<file path="src/rtl/pipe_hazard_ctrl.sv">
// Hazard, stall and flush controller for the five-stage pipeline: forwarding, local
// stalls, divider/memory-wait stalls, precise (possibly deferred) exceptions, stall watchdog.
module pipe_hazard_ctrl #(
    parameter int          REG_AW    = 5,
    parameter logic [31:0] EXC_VEC   = 32'hBFC00380,
    parameter logic [31:0] ERET_CODE = 32'h0000000E,
    parameter int          CNT_W     = 16,
    parameter int          TIMEOUT   = 1000
) (
    input  logic              clk,
    input  logic              rst,
    input  logic [REG_AW-1:0] rsD,
    input  logic [REG_AW-1:0] rtD,
    input  logic              branchD,
    input  logic              jrD,
    input  logic [REG_AW-1:0] rsE,
    input  logic [REG_AW-1:0] rtE,
    input  logic [REG_AW-1:0] writeregE,
    input  logic              regwriteE,
    input  logic              memtoregE,
    input  logic              divE,
    input  logic              div_doneE,
    input  logic [REG_AW-1:0] writeregM,
    input  logic [REG_AW-1:0] writeregW,
    input  logic              regwriteM,
    input  logic              memtoregM,
    input  logic              regwriteW,
    input  logic              i_stall,
    input  logic              d_stall,
    input  logic [31:0]       excepttypeM,
    input  logic [31:0]       epcM,
    output logic              forwardaD,
    output logic              forwardbD,
    output logic [1:0]        forwardaE,
    output logic [1:0]        forwardbE,
    output logic              stallF,
    output logic              stallD,
    output logic              stallE,
    output logic              stallM,
    output logic              flushF,
    output logic              flushD,
    output logic              flushE,
    output logic              flushM,
    output logic              flushW,
    output logic [31:0]       newpcM,
    output logic [CNT_W-1:0]  stall_cycles,
    output logic              stall_timeout
);
    typedef enum logic [1:0] {RUN, MEM_WAIT, EXC_PEND} state_t;

    state_t             state, stateNext;
    logic [31:0]        pendType, pendEpc, newpcReg;
    logic [31:0]        takenType, takenEpc, excPc;
    logic               exc, excTaken;
    logic               lwStall, brHaz, brStall, jrStall, divStall;
    logic [CNT_W-1:0]   cntNext;

    // Forwarding: M result has priority over W
    assign forwardaD = (rsD != '0) && (rsD == writeregM) && regwriteM;
    assign forwardbD = (rtD != '0) && (rtD == writeregM) && regwriteM;

    always_comb begin
        forwardaE = 2'b00;
        if ((rsE != '0) && (rsE == writeregM) && regwriteM) forwardaE = 2'b10;
        else if ((rsE == writeregW) && regwriteW)           forwardaE = 2'b01;
        forwardbE = 2'b00;
        if ((rtE != '0) && (rtE == writeregM) && regwriteM) forwardbE = 2'b10;
        else if ((rtE == writeregW) && regwriteW)           forwardbE = 2'b01;
    end

    assign lwStall  = memtoregE && ((rtE == rsD) || (rtE == rtD));
    assign brHaz    = (regwriteE && ((writeregE == rsD) || (writeregE == rtD))) ||
                      (memtoregM && ((writeregM == rsD) || (writeregM == rtD)));
    assign brStall  = branchD && brHaz;
    assign jrStall  = jrD && brHaz;
    assign divStall = divE && !div_doneE;

    assign exc = (excepttypeM != '0);

    always_comb begin
        stateNext = state;
        case (state)
            RUN:      if (d_stall) stateNext = exc ? EXC_PEND : MEM_WAIT;
            MEM_WAIT: if (!d_stall) stateNext = RUN;
                      else if (exc) stateNext = EXC_PEND;
            EXC_PEND: if (!d_stall) stateNext = RUN;
            default:  stateNext = RUN;
        endcase
    end

    // A pending exception is only ever taken from the values latched on entry
    assign excTaken  = !rst && !d_stall && ((state == EXC_PEND) || exc);
    assign takenType = (state == EXC_PEND) ? pendType : excepttypeM;
    assign takenEpc  = (state == EXC_PEND) ? pendEpc  : epcM;
    assign excPc     = (takenType == ERET_CODE) ? takenEpc : EXC_VEC;
    assign newpcM    = excTaken ? excPc : newpcReg;

    always_ff @(posedge clk) begin
        if (rst) begin
            state    <= RUN;
            pendType <= '0;
            pendEpc  <= '0;
            newpcReg <= '0;
        end else begin
            state <= stateNext;
            if (stateNext == EXC_PEND && state != EXC_PEND) begin
                pendType <= excepttypeM;
                pendEpc  <= epcM;
            end
            if (excTaken) newpcReg <= excPc;
        end
    end

    always_comb begin
        {stallF, stallD, stallE, stallM}         = '0;
        {flushF, flushD, flushE, flushM, flushW} = '0;
        if (rst) begin
            {flushF, flushD, flushE, flushM, flushW} = '1;
        end else if (excTaken) begin
            {flushF, flushD, flushE, flushM, flushW} = '1;
        end else if (d_stall) begin
            {stallF, stallD, stallE, stallM} = '1;
            flushW = 1'b1;
        end else if (divStall) begin
            {stallF, stallD, stallE} = '1;
            flushM = 1'b1;
        end else if (lwStall || brStall || jrStall) begin
            {stallF, stallD} = '1;
            flushE = 1'b1;
        end else if (i_stall) begin
            stallF = 1'b1;
            flushD = 1'b1;
        end
    end

    assign cntNext = !stallF ? '0 : ((stall_cycles == '1) ? stall_cycles : stall_cycles + 1'b1);

    always_ff @(posedge clk) begin
        if (rst) begin
            stall_cycles  <= '0;
            stall_timeout <= 1'b0;
        end else begin
            stall_cycles <= cntNext;
            if (cntNext == CNT_W'(TIMEOUT)) stall_timeout <= 1'b1;
        end
    end
endmodule
</file>
<file path="config.mk">
export PLATFORM = sky130hd
export DESIGN_NAME = pipe_hazard_ctrl
export DESIGN_NICKNAME = d
export VERILOG_FILES = /design/src/rtl/pipe_hazard_ctrl.sv
export SDC_FILE = /design/constraint.sdc
export NUM_CORES = 1
export LEC_CHECK = 0
export ABC_CLOCK_PERIOD_IN_PS = 3000
export CORE_ASPECT_RATIO = 2
export CORE_UTILIZATION = 47
export CTS_CLUSTER_DIAMETER = 100
export DETAILED_ROUTE_END_ITERATION = 10
export GPL_TIMING_DRIVEN = 1
export MAX_ROUTING_LAYER = met4
export PLACE_DENSITY = 0.91
export SYNTH_ARGS = -nofsm -noshare
export SYNTH_HDL_FRONTEND = slang
export SYNTH_SLANG_ARGS = --single-unit
</file>
<file path="constraint.sdc">
create_clock -name clk -period 3 [get_ports clk]
set_input_delay 0.6 -clock clk [delete_from_list [all_inputs] [get_ports clk]]
set_output_delay 0.6 -clock clk [all_outputs]
set_load 0.03 [all_outputs]
</file>
-- Word-level counts from Yosys, hierarchy flattened
Index checks and enable logic that the tools add are counted.
Widths: inputs -> output; s select.
- register bits after elaboration: 115
- bits in latches: 0
- RAM bits: 0
- memory bits (read-only): 0
- input port bits: 112
- memories kept: 0
- $add $sub $neg: 1
- $mul: 0
- divide/modulo/power cells: 0
- magnitude comparators: 0
- eq/ne operators: 19
- shift operators: 0
- muxes and demuxes: 50
- bitwise logic cells: 0
- reduce and logical (&&, ||, !) cells: 35
- operator list (kind ; count):
    $mux 32 ; 4
    $eq 5x5->1 ; 12
    $mux 1 ; 36
    $eq 32x4->1 const B ; 1
    $mux 16 ; 2
    $reduce_bool 32->1 ; 1
    $reduce_bool 5->1 ; 4
    $logic_and 1x1->1 ; 19
    $add 16x1->16 const B ; 1
    $eq 16x10->1 const B ; 1
    $eq 16x16->1 const B ; 1
    $mux 2 ; 7
    $logic_or 1x1->1 ; 7
    $pmux 2 s3 ; 1
    $eq 2x2->1 const B ; 2
    $logic_not 1->1 ; 3
    $eq 2x1->1 const B ; 1
    $logic_not 2->1 ; 1
    $ne 2x2->1 const B ; 1

-- Longest topological paths before layout
- word-level depth: 14
- gate-level depth with buffers: 9

-- Least setup slack after synthesis
OpenSTA, ideal clock, no wires.
- kind: input port to output port
- from: input port excepttypeM[31]
- to: output port newpcM[5]
- data arrival time: 2.394 ns
- data required time: 2.400 ns
- path slack: 0.006 ns
- stages: 6
- buffers on the path: 1
- cells stage by stage: nor4_1 nand4_1 nor4_1 o21ai_1 buf_2 o21ai_0
- cells in the longest elaborated chain, start to end: 4
- ends and longest elaborated chain (what ; RTL line ; text):
    from (decl) ; 30 ; input logic [31:0] excepttypeM,
    $mux 32 / $reduce_bool 32->1 (equally long branches) ; 93, 78 ;
    $eq 32x4->1 / $logic_or 1x1->1 (equally long branches) ; 95, 92 ;
    $mux 32 / $logic_and 1x1->1 (equally long branches) ; 95, 92 ;
    $mux 32 * ; -- ;
    to (decl) ; 45 ; output logic [31:0] newpcM,
Every way passes the cells marked *; elsewhere a longest branch is shown, timed or not.

-- Worst setup path in the final report
- from: input port excepttypeM[0]
- to: output port newpcM[17]
The elaborated chain is that of the path after synthesis.

==> summary.txt <==
Pwr
  – Share of total power in sequential cells: 0.360
  – Clk network pwr share: 0.468
  – Sw Pwr: 1.26 mW
  – Max IR drop VDD: 0.457 mV
  – Pint: 3.28 mW
  – Tot Pwr: 4.54 mW
  – Power per cell area: 482 nW/um^2
  – Combinational share of power: 0.172
  – Switching Share: 0.278
  – Leakage power: 3.82 nW

Timing
  – Relative slew slack: 0.345
  – Final Hold Fails: 0
  – Setup WS post-layout: -0.0716 ns
  – Crit share post-route: 1.02
  – Max-slew violation count: 0
  – Setup Skew: 0.0142 ns
  – Peak Freq: 0.326 GHz
  – RSZ-0062 raised after global routing: true
  – Worst Tran Pin Value: 0.978 ns
  – Tmin final: 3.07 ns
  – Final Setup Violations: 30
  – Worst hold slack: 0.445 ns

Cells and area
  – Final nets: 1079
  – Synth-to-layout area growth: 64.4%
  – Share of cells above drive strength 1: 0.264
  – ANT cells: 0
  – Fin area: 9420 sq um
  – # fillers: 707
  – Post-route core utilization: 0.800

Die
  – FP Rows: 56
  – IO Count: 176
  – Chip Width: 80.1 microns
  – Die area: 12700 sq um
  – Starting Density: 0.487
  – Height of the die: 158 microns
  – Core area: 11800 sq um

Clock tree
  – Clock slew at reported path FFs: 0.06 ns
  – Clock sink count: 115
  – Root buf cell: clkbuf_16
  – Inserted Clock Buffers: 17
  – CTS tree: done
  – H-tree depth: 4
  – Clock Latency Late Sink: 0.41 ns
  – Hold_buf cts: 0
  – Clock Tree Buf Depth: 2

Yosys
  – Synth area leaders: dfxtp_1 (40%), nand2_1 (12%), a21oi_1 (6.5%), xor2_1 (4.6%), mux2i_1 (4.5%)
  – Most common library cells after synthesis: nand2_1 (182), dfxtp_1 (115), a21oi_1 (74), clkbuf_1 (40), nor2_1 (40)
  – Post-synthesis cell type count: 51
  – YS warnings: 0
  – Synthesis-stage register bit count: 115
  – Post-Synthesis Cells: 742
  – Post-synth EDFFs: 0
  – Synth Flop Type: dfxtp_1
  – Post-synthesis sequential area ratio: 0.402
  – Mapped cell area: 5730 sq um
  – Async S/R FF share, synth: 0
  – Post-synth top area cell: dfxtp_1
  – Most common cell in the netlist: nand2_1
  – Mapped Avg Cell Area: 7.72 sq um
  – Yosys top cell area share: 0.402
  – Syn nets: 855

Route
  – Antenna viol nets, final: 0
  – Post-route DRC: 0
  – Total wire length: 22900 microns
  – DR pass1 iterations: 6
  – Initial DRC count: 545
  – Via density: 5.96
  – Vias: 6695
  – WL/cell: 20.4 microns

Setup path
  – Crit path kind: input pin to output port
  – Crit path DAT: 2.47 ns
  – Most used cell, CP: buf_6
  – Worst path slowest cell: o41a_1
  – CP startpoint kind: input pin
  – Crit. End Element: output port
  – Req. time, crit path: 2.40 ns
  – Max Fanout on Critical Path: 5
  – Slowest stage delay, CP: 0.43 ns
  – Critical-path cell list: buf_8, nor4_4, nand4_1, buf_6, o41a_1, buf_6, o21ai_4, buf_8, o21ai_4, buf_6

Global route
  – Largest net degree at the start of global routing: 54
  – Initial antenna violation count: 0
  – Global route overflow: 0
  – Tot GR Track Use: 0.357
  – First-pass GRT wire length: 32900 microns
  – Vias in the first global route: 6868

Placement
  – Detailed placement HPWL: 13400 microns
  – Post-place instance area: 7870 sq um
  – # port buffers: 175
  – GPL Wtd Cong: 1.02

Flow run
  – Maxcap violations: 0

Status
  – Violated checks: negative setup slack
  – Status: finished with violations

Hold path
  – Tightest Hold Check Type: input pin to flip-flop
cell usage in the layout, fill, tap and decap left out, types with 3 or more instances in the layout:
cell and n:
clkdlybuf4s50_1 80, xor2_1 30, nor2_4 7, buf_8 6
nor3_1 7, clkdlybuf4s15_1 3, clkbuf_16 17, bufinv_16 3
clkbuf_2 3, nor4_1 12, mux2i_1 26, dlymetal6s2s_1 4
nor4_4 8, nand3_1 13, buf_4 83, inv_1 4
nor2_2 5, nor2_1 28, inv_6 7, a31oi_1 3
dlygate4sd2_1 18, and3_1 4, xnor2_1 29, a21oi_1 73
o21ai_0 5, nand2b_1 4, nor3b_1 3, nand2_1 179
nor2b_1 35, nand2_2 4, buf_2 9, o211ai_1 3
a31oi_4 8, buf_12 6, or4_1 5, dfxtp_1 115
buf_6 44, o21ai_4 21, nand4_1 14
power groups by stage:
stage / clock network [mW] / logic (mW) / registers, mW
final: 2.13 / 0.779 / 1.64
after global placement: 0 / 0.651 / 1.65
after detailed placement: 0 / 0.667 / 1.66
after floorplan: 0 / 0.324 / 1.65
after global routing: 2.22 / 0.821 / 1.64
after CTS: 2.13 / 0.712 / 1.62
area by class of cell:
type	count	area, sq um	area share
well taps	145	181	0.0193
multi-input cells	569	3820	0.406
clock inverters	15	193	0.0205
clock buffers	17	425	0.0452
flip-flops and latches	115	2300	0.244
inverters	4	15.0	0.00159
repair buffers	259	2480	0.263
worst max-delay path, delay by kind of cell:
family                 cells  cell delay [ns]
AO/OA/AOI/OAI              3             0.64
AND/OR/NAND/NOR            2             0.45
buffers and inverters      5             0.78
sequential cells by signal (all words and copies together), names as in the netlist:
name,count
newpcReg,32
stall_timeout,1
pendEpc,32
state,2
stall_cycles,16
pendType,32
per-stage QoR:
step           setup WS [ns]  cells  TNS [ns]
6_report             -0.0716   1124     -1.29
5_1_grt               -0.270   1124     -4.51
4_1_cts              -0.0313   1119    -0.366
3_5_place_dp          -0.668   1071    -25.05
3_3_place_gp          -0.700   1071    -26.11
2_1_floorplan        0.00583    742         0
logic make-up after synthesis:
group / Yosys count / synth area share
and+or+nand+nor: 352 / 0.291
AOI/OAI and AO/OA: 131 / 0.127
DFF: 115 / 0.402
xor gates and xnor gates: 59 / 0.0902
buffers and inverters: 58 / 0.0422
muxes: 26 / 0.0454
adders and majority gates: 1 / 0.00218
path summary, 6_finish.rpt:
kind / from / end / slack (ns) / cells after the start
worst max-delay path: excepttypeM[0] / newpcM[17] / -0.07 / 10
worst min-delay path: excepttypeM[17] / pendType[17]$_SDFFE_PP0P_ / 0.44 / 3
worst max register to register: stall_cycles[1]$_SDFF_PP0_ / stall_timeout$_SDFFE_PP0N_ / 0.40 / 7
worst min register to register: pendEpc[12]$_SDFFE_PP0P_ / pendEpc[12]$_SDFFE_PP0P_ / 0.46 / 2
layer usage:
layer,GRT usage,share of wire,up-vias
met5,-,0,-
met4,0.291,0.080,0
met3,0.0836,0.065,137
met2,0.649,0.54,424
met1,0.298,0.32,3157
li1,-,-,2977
repair_timing:
action,in CTS,in global routing
setup endpoints to repair,40,38
buffers inserted,13,5
gates resized for setup,253,66
gates cloned,4,0
pin swaps,37,19
No activity file was read; power rests on OpenSTA's default activity.
